## config.mk

```make
export PLATFORM = sky130hd
export DESIGN_NAME = bcd_conv_sched
export DESIGN_NICKNAME = d
export VERILOG_FILES = /design/src/rtl/bcd_conv_sched.sv
export SDC_FILE = /design/constraint.sdc
export NUM_CORES = 1
export LEC_CHECK = 0
export ABC_CLOCK_PERIOD_IN_PS = 3200
export CAP_MARGIN = 10
export CORE_MARGIN = 2
export CORE_UTILIZATION = 50
export CTS_CLUSTER_DIAMETER = 120
export CTS_CLUSTER_SIZE = 40
export DETAILED_ROUTE_END_ITERATION = 10
export GPL_TIMING_DRIVEN = 1
export PLACE_DENSITY = 0.77
export SYNTH_ARGS = -nofsm -noshare
export SYNTH_HDL_FRONTEND = slang
export SYNTH_SLANG_ARGS = --single-unit
```

## constraint.sdc

```tcl
create_clock -name clk_i -period 3.2 [get_ports clk_i]
set_input_delay 0.64 -clock clk_i [delete_from_list [all_inputs] [get_ports clk_i]]
set_output_delay 0.64 -clock clk_i [all_outputs]
set_load 0.01 [all_outputs]
```

## src/rtl/bcd_conv_sched.sv

```systemverilog
// Binary-to-BCD conversion engine shared by two requesters.
// Round-robin grant, serial double-dabble (one bit per clock), valid/ready result port.
module bcd_conv_sched #(
  parameter int unsigned Width  = 8,
  parameter int unsigned Digits = 3
) (
  input  logic                  clk_i,
  input  logic                  rst_ni,
  input  logic [1:0]            req_valid_i,
  input  logic [Width-1:0]      req_data0_i,
  input  logic [Width-1:0]      req_data1_i,
  output logic [1:0]            req_ack_o,
  output logic                  out_valid_o,
  input  logic                  out_ready_i,
  output logic                  out_id_o,
  output logic [4*Digits-1:0]   out_bcd_o,
  output logic                  busy_o
);

  localparam int unsigned BcdW = 4 * Digits;
  localparam int unsigned CntW = $clog2(Width + 1);

  typedef enum logic [1:0] {
    StIdle,
    StShift,
    StDone
  } state_e;

  state_e            state_q, state_d;
  logic [Width-1:0]  op_q, op_d;
  logic [BcdW-1:0]   dig_q, dig_d;
  logic [CntW-1:0]   cnt_q, cnt_d;
  logic              last_grant_q, last_grant_d;
  logic [1:0]        ack_q, ack_d;
  logic              out_valid_q, out_valid_d;
  logic              out_id_q, out_id_d;
  logic [BcdW-1:0]   out_bcd_q, out_bcd_d;

  logic                  grant;
  logic [BcdW-1:0]       dig_adj;
  logic [BcdW+Width-1:0] shifted;
  logic [BcdW-1:0]       dig_step;
  logic [Width-1:0]      op_step;

  // Single requester wins outright; on contention the one not served last time wins.
  always_comb begin
    grant = req_valid_i[1];
    if (&req_valid_i) begin
      grant = ~last_grant_q;
    end
  end

  // One double-dabble step: add 3 to every digit >= 5, then shift operand MSB into digit 0.
  always_comb begin
    dig_adj = dig_q;
    for (int unsigned i = 0; i < Digits; i++) begin
      if (dig_q[4*i +: 4] >= 4'd5) begin
        dig_adj[4*i +: 4] = dig_q[4*i +: 4] + 4'd3;
      end
    end
    shifted  = {dig_adj, op_q} << 1;
    dig_step = shifted[BcdW+Width-1:Width];
    op_step  = shifted[Width-1:0];
  end

  always_comb begin
    state_d      = state_q;
    op_d         = op_q;
    dig_d        = dig_q;
    cnt_d        = cnt_q;
    last_grant_d = last_grant_q;
    ack_d        = 2'b00;
    out_valid_d  = out_valid_q;
    out_id_d     = out_id_q;
    out_bcd_d    = out_bcd_q;

    unique case (state_q)
      StIdle: begin
        if (|req_valid_i) begin
          op_d         = grant ? req_data1_i : req_data0_i;
          dig_d        = '0;
          cnt_d        = '0;
          last_grant_d = grant;
          ack_d        = grant ? 2'b10 : 2'b01;
          state_d      = StShift;
        end
      end
      StShift: begin
        dig_d = dig_step;
        op_d  = op_step;
        cnt_d = cnt_q + CntW'(1);
        if (cnt_q == CntW'(Width - 1)) begin
          out_bcd_d   = dig_step;
          out_id_d    = last_grant_q;
          out_valid_d = 1'b1;
          state_d     = StDone;
        end
      end
      StDone: begin
        if (out_ready_i) begin
          out_valid_d = 1'b0;
          state_d     = StIdle;
        end
      end
      default: begin
        state_d = StIdle;
      end
    endcase
  end

  always_ff @(posedge clk_i or negedge rst_ni) begin
    if (!rst_ni) begin
      state_q      <= StIdle;
      op_q         <= '0;
      dig_q        <= '0;
      cnt_q        <= '0;
      last_grant_q <= 1'b1;
      ack_q        <= 2'b00;
      out_valid_q  <= 1'b0;
      out_id_q     <= 1'b0;
      out_bcd_q    <= '0;
    end else begin
      state_q      <= state_d;
      op_q         <= op_d;
      dig_q        <= dig_d;
      cnt_q        <= cnt_d;
      last_grant_q <= last_grant_d;
      ack_q        <= ack_d;
      out_valid_q  <= out_valid_d;
      out_id_q     <= out_id_d;
      out_bcd_q    <= out_bcd_d;
    end
  end

  assign req_ack_o   = ack_q;
  assign out_valid_o = out_valid_q;
  assign out_id_o    = out_id_q;
  assign out_bcd_o   = out_bcd_q;
  assign busy_o      = (state_q != StIdle);

endmodule

```

# After elaboration in Yosys (flattened, before gate mapping)
# Cells that the tools add are included.
# word_totals
out_inout_bits,17
elab_cells,55
reg_bits,43
# op_classes
n_addsub,4
eq_ne,6
n_mux,21
order_cmp,3
bitwise_logic,1
reduce_logical,11
# ops
op,n
$pmux W12 S2,1
$mux W8,2
$pmux W8 S2,1
$ge A4 B3 Y1 const B,3
$mux W12,1
$mux W2,6
$mux W4,3
$add A4 B2 Y4 const B,2
$pmux W4 S2,1
$reduce_and A2 Y1,4
$ne A2 B2 Y1 const B,3
$pmux W2 S3,1
$reduce_and A3 Y1,2
$reduce_bool A2 Y1,3
$add A4 B1 Y4 const B,1
$eq A4 B3 Y1 const B,1
$add A3 B2 Y3 const B,1
$mux W1,3
$mux W3,1
$eq A2 B1 Y1 const B,1
$eq A2 B2 Y1 const B,1
$logic_not A2 Y1,1
$pmux W1 S2,1
$reduce_or A2 Y1,1
$not A1 Y1,1

# Depth between registers and ports, before layout
# logic_depth
ltp_word,5
ltp_mapped,6
ltp_nobuf,6

# Worst setup path after synthesis
# OpenSTA, ideal clock, no wires.
# synth_path
path_type,in2reg
startpoint,input req_valid_i[1]
endpoint,register op_q[2]
path_stages,5
setup_time_ns,0.128
setup_slack_ns,1.600
t_arrival_ns,1.473
t_required_ns,3.072
cell_sequence,a21boi_0 buf_4 mux2_2 o22ai_1 o21ai_0
# synth_via
elab_chain_len,5
# synth_lines
element,line_no,rtl
from (decl),9,"input logic [1:0] req_valid_i,"
$reduce_and A2 Y1,48,if (&req_valid_i) begin
$mux W1,48,
$mux W8,80,op_d = grant ? req_data1_i : req_data0_i;
$mux W8,79,if (|req_valid_i) begin
$pmux W8 S2,77,unique case (state_q)
to (signal assigned),124,op_q <= op_d;
to (decl),30,"logic [Width-1:0] op_q, op_d;"
# Several ways; a longest one is shown, not always the timed one. The select of a mux whose other input is x is not followed.
# A chain may end at the register's enable or synchronous reset.

# Final worst setup path
# layout_path
startpoint,register state_q[0]
endpoint,output busy_o
# layout_via
elab_chain_len,1
# layout_lines
element,line_no,rtl
from (decl),29,"state_e state_q, state_d;"
from (signal assigned),113,state_q <= StIdle;
from (signal assigned),123,state_q <= state_d;
$reduce_bool A2 Y1,139,assign busy_o = (state_q != StIdle);
to (decl),17,output logic busy_o
# No other way between the ends.

==> flow_summary_export.csv <==
group,metric,value,unit
worst_setup_path,cp_max_fo,6,
route,drc,0,
clock_tree,htree_levels,2,
logic_synthesis,synthXorXnorAreaFrac,0.0129,
power_and_ir_drop,p_int,1.50,mW
placed_design,gp_congestion,0.727,
worst_setup_path,cp-start-kind,"register",
final_layout,final_nets,260,
power_and_ir_drop,p_per_area,925,mW/mm2
power_and_ir_drop,p_leak,1.13,nW
logic_synthesis,ys_warn_count,0,
worst_setup_path,slowest_stage,"clkdlybuf4s50_1",
sta,timing.final.max_slew_violations,0,
clock_tree,clock_sinks,43,
power_and_ir_drop,power_frac_comb,0.433,
power_and_ir_drop,vdd_drop_max,0.000477,V
logic_synthesis,synth_most_common_cell,"dfrtp_1",
global_route,antenna_found_initial,0,
power_and_ir_drop,clock_power_share,0.161,
clock_tree,cts_buffers,5,
worst_setup_path,cp_top_family,"buffers and inverters",
worst_setup_path,crit_chain,"nor2_1 -> inv_1 -> clkdlybuf4s50_1",
logic_synthesis,yosysSeqAreaShare,0.528,
final_layout,area_growth,24.9,%
route,viasPerCell,5.33,
die,pin_count,38,
power_and_ir_drop,seqPwrFrac,0.406,
logic_synthesis,syn_area,0.00204,mm2
clock_tree,cts_resized,0,
final_layout,stdcell_area,0.00255,mm2
placed_design,portBuffers,37,
sta,fin_crit,2160,ps
die,die-area,0.00461,mm2
logic_synthesis,synth_top_family_by_area,"compound AO/OA/AOI/OAI gates",
worst_setup_path,worst-path-buf-inv,2,
worst_setup_path,arrival,1520,ps
logic_synthesis,ys.flop_type,"dfrtp_1",
sta,setup_viol,0,
route,drtIter0Drc,75,
die,die_h,67.9,um
power_and_ir_drop,swShare,0.366,
clock_tree,cts_hold_buffers,0,
global_route,grt_pass1_wl,6770,um
logic_synthesis,synthTopCellsByArea,"dfrtp_1 (51%), mux2_2 (6.6%), o21ai_0 (4.9%), ha_1 (4.3%), mux2i_1 (3.9%)",
logic_synthesis,yosysTopAreaCellShare,0.515,
global_route,track_usage,0.198,
die,die_x,67.9,um
logic_synthesis,synth.avg_cell_area,10.6,um2
clock_tree,cts_tree,"yes",
worst_setup_path,critPathMaxStageDelay,480,ps
clock_tree,path_clk_slew,70,ps
global_route,grt_start_max_net_pins,44,
final_layout,drive_above_1_share,0.116,
logic_synthesis,yosysTopAreaCell,"dfrtp_1",
logic_synthesis,synth_simple_gate_area_frac,0.122,
logic_synthesis,synth_fp_nets,221,
status,outcome,"completed",
sta,tightest_slew,920,ps
sta,hold_viol_final,0,
logic_synthesis,async_reset_ff_frac,1.00,
placed_design,dpl-instance-area,0.00245,mm2
logic_synthesis,synthTopCellsByCount,"dfrtp_1 (42), o21ai_0 (20), nand2_1 (17)",
final_layout,antenna_cells,0,
route,ant_nets,0,
route,first_pass_iters,4,
worst_setup_path,endpoint_kind,"output pin",
worst_setup_path,required,2560,ps
route,vias,1509,
flow_run,cap_violations,0,
sta,totalNegativeSetupSlack,0,ps
worst_setup_path,crit_type,"reg2out",
die,initial_core_util,0.514,
route,drt_wl_total,3970,um
placed_design,dpl.hpwl,2810,um
global_route,grt_pass1_vias,1510,
power_and_ir_drop,switchingPower,0.864,mW
die,fp-row-count,23,
die,core_area,0.00397,mm2
clock_tree,clk_latency,300,ps
clock_tree,post_cts_buffers,0,
global_route,overflow,0,
final_layout,fillers,336,
logic_synthesis,synth_compound_area_frac,0.151,
logic_synthesis,synth_mux_area_frac,0.105,
sta,fin_crit_sh,0.675,
sta,relSlewSlack,0.387,
sta,rsz0062_at_grt,"false",
worst_hold_path,hold_path.class,"in2async",
clock_tree,cts_buffer_depth,2,
logic_synthesis,synth_edf_count,0,
route,wl_per_cell,14.0,um
sta,fin_skew,9.94,ps
logic_synthesis,ys_ff_latch,43,
sta,max_freq,463,MHz
logic_synthesis,synth.distinct_cells,30,
logic_synthesis,synth_adder_area_share,0.0429,
logic_synthesis,synthCells,193,
clock_tree,cts-root-buf,"clkbuf_8",
-- cells in the final DEF (no fill, tap or decap), types with 5 or more instances in the layout --
| cell | synthesis | layout |
|---|---|---|
| dfrtp_1 | 42 | 42 |
| nand3_1 | 6 | 6 |
| clkbuf_8 | 0 | 7 |
| inv_1 | 9 | 9 |
| mux2i_1 | 8 | 8 |
| o21ai_0 | 20 | 20 |
| nand2_1 | 17 | 17 |
| nor3b_1 | 5 | 5 |
| a22o_1 | 6 | 6 |
| mux2_2 | 12 | 12 |
| nor2_1 | 10 | 10 |
| a21oi_1 | 15 | 15 |
| ha_1 | 7 | 7 |
| clkdlybuf4s50_1 | 0 | 36 |
-- cell type report --
| cell class | count | area (um2) | area share |
|---|---|---|---|
| clock buffer | 7 | 96.3 | 0.0378 |
| multi-input combinational | 133 | 886 | 0.347 |
| tap | 50 | 62.6 | 0.0245 |
| clock inverter | 1 | 7.51 | 0.00294 |
| timing repair buffer | 40 | 388 | 0.152 |
| sequential | 43 | 1080 | 0.422 |
| inverter | 9 | 33.8 | 0.0132 |
-- worst reg2reg max path, stage by stage, from the launching register on --
cell and delay (ps):
dfrtp_1 430, nand2b_1 390, nor3_4 720, mux2_2 410
-- power by group through the flow --
stage               combinational [mW]  sequential [mW]  clock [mW]
floorplan                        0.657            0.967           0
global placement                 0.998            0.957           0
detailed placement                1.03            0.968           0
CTS                               1.04            0.959       0.391
global route                      1.15            0.995       0.416
finish                            1.02            0.958       0.380
-- state kept, by name (all words and copies together) (netlist names) --
name and flops:
dig_q 12, op_q 8, out_id_o 1, state_q 2, req_ack_o 2, last_grant_q 1
cnt_q 4, out_valid_o 1, out_bcd_o 12
-- stage by stage --
stage	worst slack [ps]	power [mW]	hold WS (ps)	utilization	cells
after floorplan	1600	1.62	344	-	193
after global placement	1000	1.95	468	0.616	275
after detailed placement	944	2.00	478	0.616	275
after CTS	1030	2.39	497	0.642	283
after global routing	917	2.57	525	0.642	283
final	1040	2.36	479	0.642	283
-- path summary, 6_finish.rpt --
kind,depth (start not counted),end,from,slack (ps)
max,3,busy_o,state_q[0],1040
min,1,out_id_o,rst_ni,480
max reg2reg,3,out_id_o,state_q[1],1140
min reg2reg,2,op_q[4],op_q[4],500
max in group asynchronous,1,out_bcd_o[0],rst_ni,2150
min in group clk_i,2,op_q[4],op_q[4],500
-- logic make-up (layout without fill, tap and decap cells) --
group	Yosys count	in the layout
AO/OA/AOI/OAI	53	53
XOR/XNOR	3	3
adder cells (fa/ha/maj)	7	7
buffers and inverters	17	57
flip-flops	43	43
multiplexers	20	20
AND/OR/NAND/NOR	50	50
-- layer usage --
layer	vias up	wire, um	part of all wire	GRT usage
li1	761	-	-	-
met1	715	1780	0.45	0.241
met2	25	1970	0.50	0.344
met3	8	142	0.036	0.0296
met4	0	79	0.020	0.0975
met5	-	0	0	0
No activity file was read; power rests on OpenSTA's default activity.
